[config.mk]
export PLATFORM = sky130hd
export DESIGN_NAME = axis_io_route_stage_flat
export DESIGN_NICKNAME = d
export VERILOG_FILES = /design/src/rtl/axis_io_route_stage_if.sv /design/src/rtl/axis_io_route_stage.sv /design/src/flat_wrapper.sv
export SDC_FILE = /design/constraint.sdc
export NUM_CORES = 1
export LEC_CHECK = 0
export BUFFER_PORTS_ARGS = -buffer_cell sky130_fd_sc_hd__buf_2
export CAP_MARGIN = 10
export CORE_MARGIN = 2
export CORE_UTILIZATION = 54
export DETAILED_ROUTE_END_ITERATION = 10
export PLACE_DENSITY_LB_ADDON = 0.1
export SLEW_MARGIN = 10
export SYNTH_ARGS = -nofsm -noshare
export SYNTH_HDL_FRONTEND = slang
export SYNTH_SLANG_ARGS = --single-unit
[constraint.sdc]
create_clock -name aclk -period 2.49 [get_ports aclk]
set_input_delay 0.3735 -clock aclk [delete_from_list [all_inputs] [get_ports aclk]]
set_output_delay 0.3735 -clock aclk [all_outputs]
set_load 0.05 [all_outputs]
[src/rtl/axis_io_route_stage_if.sv]
// AXI4-Stream bundle used on both sides of axis_io_route_stage.
//   tvalid/tready : handshake
//   tdata/tkeep   : payload and byte enables (tkeep is DATA_BITS/8 wide)
//   tlast         : end of packet
//   tdest         : switch destination (only meaningful on the master side of the stage)
// master modport drives the beat, slave modport drives tready.
interface axis_io_route_stage_if #(
  parameter int unsigned DATA_BITS = 64,
  parameter int unsigned DEST_BITS = 2
);
  logic                   tvalid;
  logic                   tready;
  logic [DATA_BITS-1:0]   tdata;
  logic [DATA_BITS/8-1:0] tkeep;
  logic                   tlast;
  logic [DEST_BITS-1:0]   tdest;

  modport master (
    output tvalid,
    output tdata,
    output tkeep,
    output tlast,
    output tdest,
    input  tready
  );

  modport slave (
    input  tvalid,
    input  tdata,
    input  tkeep,
    input  tlast,
    input  tdest,
    output tready
  );
endinterface

[src/rtl/axis_io_route_stage.sv]
// Per-stream routing stage in front of one slave port of the vFPGA data switch.
// The io_ctrl byte is sampled on the head beat of every packet. Enabled packets with a legal
// destination are tagged with that tdest on every beat; all others are accepted and discarded.
// Output goes through a 2-entry skid buffer (output register + skid register) for full throughput.
// Ports:
//   aclk, aresetn  : clock, synchronous active-low reset
//   io_ctrl        : [7] route enable, [DEST_BITS-1:0] destination, other bits ignored
//   s_axis         : input stream (slave modport; its tdest is ignored)
//   m_axis         : output stream (master modport) carrying the routed tdest
//   stat_pkt_cnt   : forwarded packets, wraps at 2^16
//   stat_drop_cnt  : dropped packets, wraps at 2^16
//   busy           : mid-packet or skid buffer non-empty
module axis_io_route_stage #(
  parameter int unsigned DATA_BITS = 64,
  parameter int unsigned DEST_BITS = 2,
  parameter int unsigned N_DEST    = 4
) (
  input  logic                  aclk,
  input  logic                  aresetn,
  input  logic [7:0]            io_ctrl,
  axis_io_route_stage_if.slave  s_axis,
  axis_io_route_stage_if.master m_axis,
  output logic [15:0]           stat_pkt_cnt,
  output logic [15:0]           stat_drop_cnt,
  output logic                  busy
);

  localparam int unsigned KeepBits = DATA_BITS / 8;

  typedef struct packed {
    logic [DATA_BITS-1:0] data;
    logic [KeepBits-1:0]  keep;
    logic                 last;
    logic [DEST_BITS-1:0] dest;
  } beat_t;

  typedef enum logic [1:0] {StIdle, StFwd, StDrop} state_e;

  state_e               state_q, state_d;
  logic [DEST_BITS-1:0] dest_q, dest_d;
  beat_t                out_q, out_d;
  logic                 out_vld_q, out_vld_d;
  beat_t                skid_q, skid_d;
  logic                 skid_vld_q, skid_vld_d;
  logic [15:0]          pkt_cnt_q, pkt_cnt_d;
  logic [15:0]          drop_cnt_q, drop_cnt_d;

  logic                 s_ready;
  logic                 accept;
  logic [DEST_BITS-1:0] head_dest;
  logic                 head_ok;
  logic                 push;
  logic [DEST_BITS-1:0] push_dest;
  beat_t                push_beat;
  logic                 pop;

  // Only enable and destination bits of io_ctrl matter; s_axis.tdest is never routed.
  logic unused_inputs;
  assign unused_inputs = ^{io_ctrl, s_axis.tdest};

  assign head_dest = io_ctrl[DEST_BITS-1:0];
  assign head_ok   = io_ctrl[7] && (32'(head_dest) < N_DEST);

  // Ready depends only on registered state, never on m_axis.tready. Drop state sinks beats freely.
  assign s_ready = aresetn && ((state_q == StDrop) || !(out_vld_q && skid_vld_q));
  assign accept  = s_axis.tvalid && s_ready;
  assign pop     = out_vld_q && m_axis.tready;

  always_comb begin
    state_d    = state_q;
    dest_d     = dest_q;
    push       = 1'b0;
    push_dest  = dest_q;
    pkt_cnt_d  = pkt_cnt_q;
    drop_cnt_d = drop_cnt_q;
    if (accept) begin
      unique case (state_q)
        StIdle: begin
          if (head_ok) begin
            push      = 1'b1;
            push_dest = head_dest;
            dest_d    = head_dest;
            if (s_axis.tlast) pkt_cnt_d = pkt_cnt_q + 16'd1;
            else              state_d   = StFwd;
          end else begin
            drop_cnt_d = drop_cnt_q + 16'd1;
            if (!s_axis.tlast) state_d = StDrop;
          end
        end
        StFwd: begin
          push = 1'b1;
          if (s_axis.tlast) begin
            pkt_cnt_d = pkt_cnt_q + 16'd1;
            state_d   = StIdle;
          end
        end
        StDrop: begin
          if (s_axis.tlast) state_d = StIdle;
        end
        default: state_d = StIdle;
      endcase
    end
  end

  assign push_beat = '{data: s_axis.tdata, keep: s_axis.tkeep, last: s_axis.tlast,
                       dest: push_dest};

  // Skid buffer: out_q feeds m_axis, skid_q only fills while out_q is stalled.
  // out_q is rewritten only when a new beat loads, so it holds its last value when empty.
  always_comb begin
    out_d      = out_q;
    out_vld_d  = out_vld_q;
    skid_d     = skid_q;
    skid_vld_d = skid_vld_q;
    if (!out_vld_q || pop) begin
      if (skid_vld_q) begin
        out_d      = skid_q;
        out_vld_d  = 1'b1;
        skid_vld_d = push;
        if (push) skid_d = push_beat;
      end else begin
        out_vld_d = push;
        if (push) out_d = push_beat;
      end
    end else if (push) begin
      skid_d     = push_beat;
      skid_vld_d = 1'b1;
    end
  end

  always_ff @(posedge aclk) begin
    if (!aresetn) begin
      state_q    <= StIdle;
      dest_q     <= '0;
      out_q      <= '0;
      out_vld_q  <= 1'b0;
      skid_q     <= '0;
      skid_vld_q <= 1'b0;
      pkt_cnt_q  <= '0;
      drop_cnt_q <= '0;
    end else begin
      state_q    <= state_d;
      dest_q     <= dest_d;
      out_q      <= out_d;
      out_vld_q  <= out_vld_d;
      skid_q     <= skid_d;
      skid_vld_q <= skid_vld_d;
      pkt_cnt_q  <= pkt_cnt_d;
      drop_cnt_q <= drop_cnt_d;
    end
  end

  // Outputs are forced to zero for as long as reset is held, not just after the reset edge.
  assign s_axis.tready = s_ready;
  assign m_axis.tvalid = aresetn && out_vld_q;
  assign m_axis.tdata  = aresetn ? out_q.data : '0;
  assign m_axis.tkeep  = aresetn ? out_q.keep : '0;
  assign m_axis.tlast  = aresetn && out_q.last;
  assign m_axis.tdest  = aresetn ? out_q.dest : '0;

  assign stat_pkt_cnt  = pkt_cnt_q;
  assign stat_drop_cnt = drop_cnt_q;
  assign busy          = aresetn && ((state_q != StIdle) || out_vld_q || skid_vld_q);

endmodule

[src/flat_wrapper.sv]
// flat-port wrapper written by rule: the top's interface ports become plain ports
module axis_io_route_stage_flat 
#(
  parameter int unsigned DATA_BITS = 64,
  parameter int unsigned DEST_BITS = 2,
  parameter int unsigned N_DEST    = 4
)
  (aclk, aresetn, io_ctrl, stat_pkt_cnt, stat_drop_cnt, busy, s_axis_tvalid, s_axis_tdata, s_axis_tkeep, s_axis_tlast, s_axis_tdest, s_axis_tready, m_axis_tvalid, m_axis_tdata, m_axis_tkeep, m_axis_tlast, m_axis_tdest, m_axis_tready);
  axis_io_route_stage_if #(.DATA_BITS(DATA_BITS), .DEST_BITS(DEST_BITS)) s_axis_i ();
  axis_io_route_stage_if #(.DATA_BITS(DATA_BITS), .DEST_BITS(DEST_BITS)) m_axis_i ();
  input  logic aclk;
  input  logic aresetn;
  input  logic [7:0] io_ctrl;
  output logic [15:0] stat_pkt_cnt;
  output logic [15:0] stat_drop_cnt;
  output logic busy;
  input wire logic [$bits(s_axis_i.tvalid)-1:0] s_axis_tvalid;
  input wire logic [$bits(s_axis_i.tdata)-1:0] s_axis_tdata;
  input wire logic [$bits(s_axis_i.tkeep)-1:0] s_axis_tkeep;
  input wire logic [$bits(s_axis_i.tlast)-1:0] s_axis_tlast;
  input wire logic [$bits(s_axis_i.tdest)-1:0] s_axis_tdest;
  output wire logic [$bits(s_axis_i.tready)-1:0] s_axis_tready;
  output wire logic [$bits(m_axis_i.tvalid)-1:0] m_axis_tvalid;
  output wire logic [$bits(m_axis_i.tdata)-1:0] m_axis_tdata;
  output wire logic [$bits(m_axis_i.tkeep)-1:0] m_axis_tkeep;
  output wire logic [$bits(m_axis_i.tlast)-1:0] m_axis_tlast;
  output wire logic [$bits(m_axis_i.tdest)-1:0] m_axis_tdest;
  input wire logic [$bits(m_axis_i.tready)-1:0] m_axis_tready;
  assign s_axis_i.tvalid = s_axis_tvalid;
  assign s_axis_i.tdata = s_axis_tdata;
  assign s_axis_i.tkeep = s_axis_tkeep;
  assign s_axis_i.tlast = s_axis_tlast;
  assign s_axis_i.tdest = s_axis_tdest;
  assign s_axis_tready = s_axis_i.tready;
  assign m_axis_tvalid = m_axis_i.tvalid;
  assign m_axis_tdata = m_axis_i.tdata;
  assign m_axis_tkeep = m_axis_i.tkeep;
  assign m_axis_tlast = m_axis_i.tlast;
  assign m_axis_tdest = m_axis_i.tdest;
  assign m_axis_i.tready = m_axis_tready;
  axis_io_route_stage #(.DATA_BITS(DATA_BITS), .DEST_BITS(DEST_BITS), .N_DEST(N_DEST)) u_core (.aclk(aclk), .aresetn(aresetn), .io_ctrl(io_ctrl), .s_axis(s_axis_i), .m_axis(m_axis_i), .stat_pkt_cnt(stat_pkt_cnt), .stat_drop_cnt(stat_drop_cnt), .busy(busy));
endmodule
==> impl_metrics.ini <==
[status]
outcome = completed

[clock_network]
htreeDepth = 4
ctsHoldBuffers = 0
cts_sinks = 188
clockRootBuffer = clkbuf_16
cts-resized-gates = 0
tritoncts = yes
clk_latency_ns = 0.43
cts_setup_buffers = 0
cts_made_buffers = 17
clkTransAtPathRegs_ns = 0.07
cts_max_path_buffers = 2

[finish]
fin_area_sq_um = 10100
drive_gt1_frac = 0.226
final_nets = 1207
fillers = 1329
multi_input_area_sq_um = 4250
syn_to_final_growth_pct = 19.8
regArea_sq_um = 3770

[grt]
gr-usage-all-layers = 0.250
grt.overflow.total = 0
grt_pass1_wl_um = 33400
grt_max_degree = 93
antenna_found_initial = 1
grt_pass1_vias = 6673

[critical_path]
crit_fanout = 45
cp-start-kind = flip-flop
cp-end-kind = flip-flop
critPathBufInv = 2
cpPeakStageDelay_ns = 0.47
crit_family = simple AND/OR/NAND/NOR gates
critical_path_arrival_ns = 2.47
critPathRequiredTime_ns = 2.85
cp_slowest_cell = nand3b_1
cp_cell_sequence = inv_1, ha_1, nand3b_1, o2111ai_4, buf_4, nand2_1, a21oi_1
path_class = reg -> reg

[sta]
max_slew_margin = 0.641
setup_viol = 0
finalHoldViolations = 0
setup_tns_ns = 0
fin_hold_ws_ns = 0.188
tightest_slew_ns = 0.537
final.setup_skew_ns = 0.00921
finalCritPeriodShare = 0.847
post-route-min-period_ns = 2.11
fmax_mhz = 474
finalMaxSlewViolations = 0
rsz0062_at_grt = no

[die]
initial_core_util = 0.554
ios = 197
coreArea_sq_um = 15200
dieArea_sq_um = 16600
floorplan.rows = 45
die_width_um = 129
die_y_um = 129

[synth]
synth_ff_type = dfxtp_1
synth-edff-count = 0
synth_nets = 1064
synthArstFlopShare = 0
ys_top_cells_by_count = dfxtp_1 (188), a21oi_1 (168), nand2_1 (165), mux2i_1 (81), and2_1 (79)
synth_cell_types = 53
yosysMostFrequentCell = dfxtp_1
netlist_area_sq_um = 8420
synth_top_area_frac = 0.447
syn-mean-instance-area_sq_um = 8.67
synth_area_leaders = dfxtp_1 (45%), a21oi_1 (10%), mux2i_1 (9.6%), nand2_1 (7.4%), a211oi_1 (6.6%)
ys_seq_area_frac = 0.447
yosys_warnings = 0
synth_top_area_cell = dfxtp_1
netlist_instances = 972
ys_ff_latch = 188

[detailed_routing]
drt_iter0_markers = 389
routed_wl_um = 20500
postRouteAntennaNets = 0
routedWlPerCell_um = 15.6
routed-via-count = 7275
vias_per_cell = 5.52
first_pass_iters = 4
drc = 0

[power_and_ir_drop]
irDropWorstVdd_uv = 490
p_leak_nw = 3.80
powerDensity_nw_per_um2 = 663

[min_path]
hold_path_class = in -> reg

[place]
dp_hpwl_um = 12500
port_buffers = 189
post_dp_cell_area_sq_um = 9460
gp_congestion = 0.780

[flow_run]
max_cap_violations = 0
final timing paths:
kind | to | cells past startpoint | slack, ns | from
min reg2reg | u_core.skid_q[65]$_SDFFE_PN0P_ | 2 | 0.45 | u_core.skid_q[65]$_SDFFE_PN0P_
max reg2reg | u_core.skid_q[54]$_SDFFE_PN0P_ | 7 | 0.38 | u_core.state_q[0]$_SDFFE_PN0P_
min | u_core.skid_q[42]$_SDFFE_PN0P_ | 3 | 0.19 | s_axis_tdata[31]
max | u_core.skid_q[54]$_SDFFE_PN0P_ | 7 | 0.38 | u_core.state_q[0]$_SDFFE_PN0P_
stage by stage:
stage | utilization | total power [mW] | std cells | worst slack (ns)
global placement | 0.623 | 3.89 | 1284 | 0.457
CTS | 0.664 | 6.74 | 1316 | 0.365
detailed placement | 0.623 | 3.90 | 1284 | 0.392
global route | 0.664 | 6.93 | 1316 | 0.134
floorplan | - | 3.68 | 972 | 0.354
finish | 0.664 | 6.69 | 1317 | 0.380
logic make-up after synthesis:
logic type / count (synthesis) / synth area share
and+or+nand+nor: 323 / 0.194
AOI/OAI and AO/OA: 277 / 0.194
DFF: 188 / 0.447
buffers and inverters: 90 / 0.0521
muxes: 83 / 0.0994
xor gates and xnor gates: 6 / 0.00624
adders and majority gates: 5 / 0.00743
tightest hold or removal path: cells and delay by family:
kind / cells / cell delay [ns]
AOI/OAI and AO/OA: 1 / 0.05
buffers and inverters: 1 / 0.10
and+or+nand+nor: 1 / 0.05
routing by layer:
layer  global-route usage  up-vias  routed length, um
met3               0.0590       20               1180
met5                    0        -                  0
met2                0.407      183               9640
li1                     -     3702                  -
met4               0.0767        0                309
met1                0.332     3370               9400
layout by cell type (no fill, tap or decap), types with 2 or more instances in the layout:
master	Yosys	layout
buf_4	14	10
clkinvlp_4	0	4
mux2i_1	81	81
clkbuf_8	0	3
and2_1	79	79
nand4_1	10	10
inv_6	0	2
nand2_1	165	165
clkbuf_16	0	17
inv_1	6	6
o211ai_1	3	3
a211oi_1	74	74
clkinv_2	0	2
xor2_1	3	3
dfxtp_1	188	187
nand2b_1	4	3
nand3_1	9	9
o21a_1	2	2
bufinv_16	0	3
xnor2_1	3	3
or4_1	8	8
a21o_2	1	2
nor3b_1	2	2
o21ai_0	13	13
a21oi_1	168	168
and3_1	3	3
nor4_1	4	4
and4_1	5	5
buf_2	27	189
o31ai_1	8	8
buf_12	0	8
or3_1	8	8
ha_1	5	5
nor2_1	14	14
sequential cells by signal, indices dropped and copies added (netlist names):
register              cells
u_core.dest_q             2
u_core.out_q             75
u_core.out_vld_q          1
u_core.skid_q            75
u_core.skid_vld_q         1
u_core.stat_drop_cnt     16
u_core.stat_pkt_cnt      16
u_core.state_q            2
power breakdown:
part           internal, mW  leakage, nW  switching (mW)  total [mW]
Sequential             3.09         1.52          0.0434        3.14
Clock                  1.67        0.297            1.19        2.86
Combinational         0.232         1.98           0.461       0.694
cell type report:
cell class	instances	area share
inverters	7	0.00310
well taps	188	0.0233
diodes	1	0.000248
repair buffers	207	0.117
clock inverters	12	0.0157
clock buffers	20	0.0462
flip-flops and latches	188	0.373
multi-input cells	694	0.421
(Power assumes the default switching activity.)
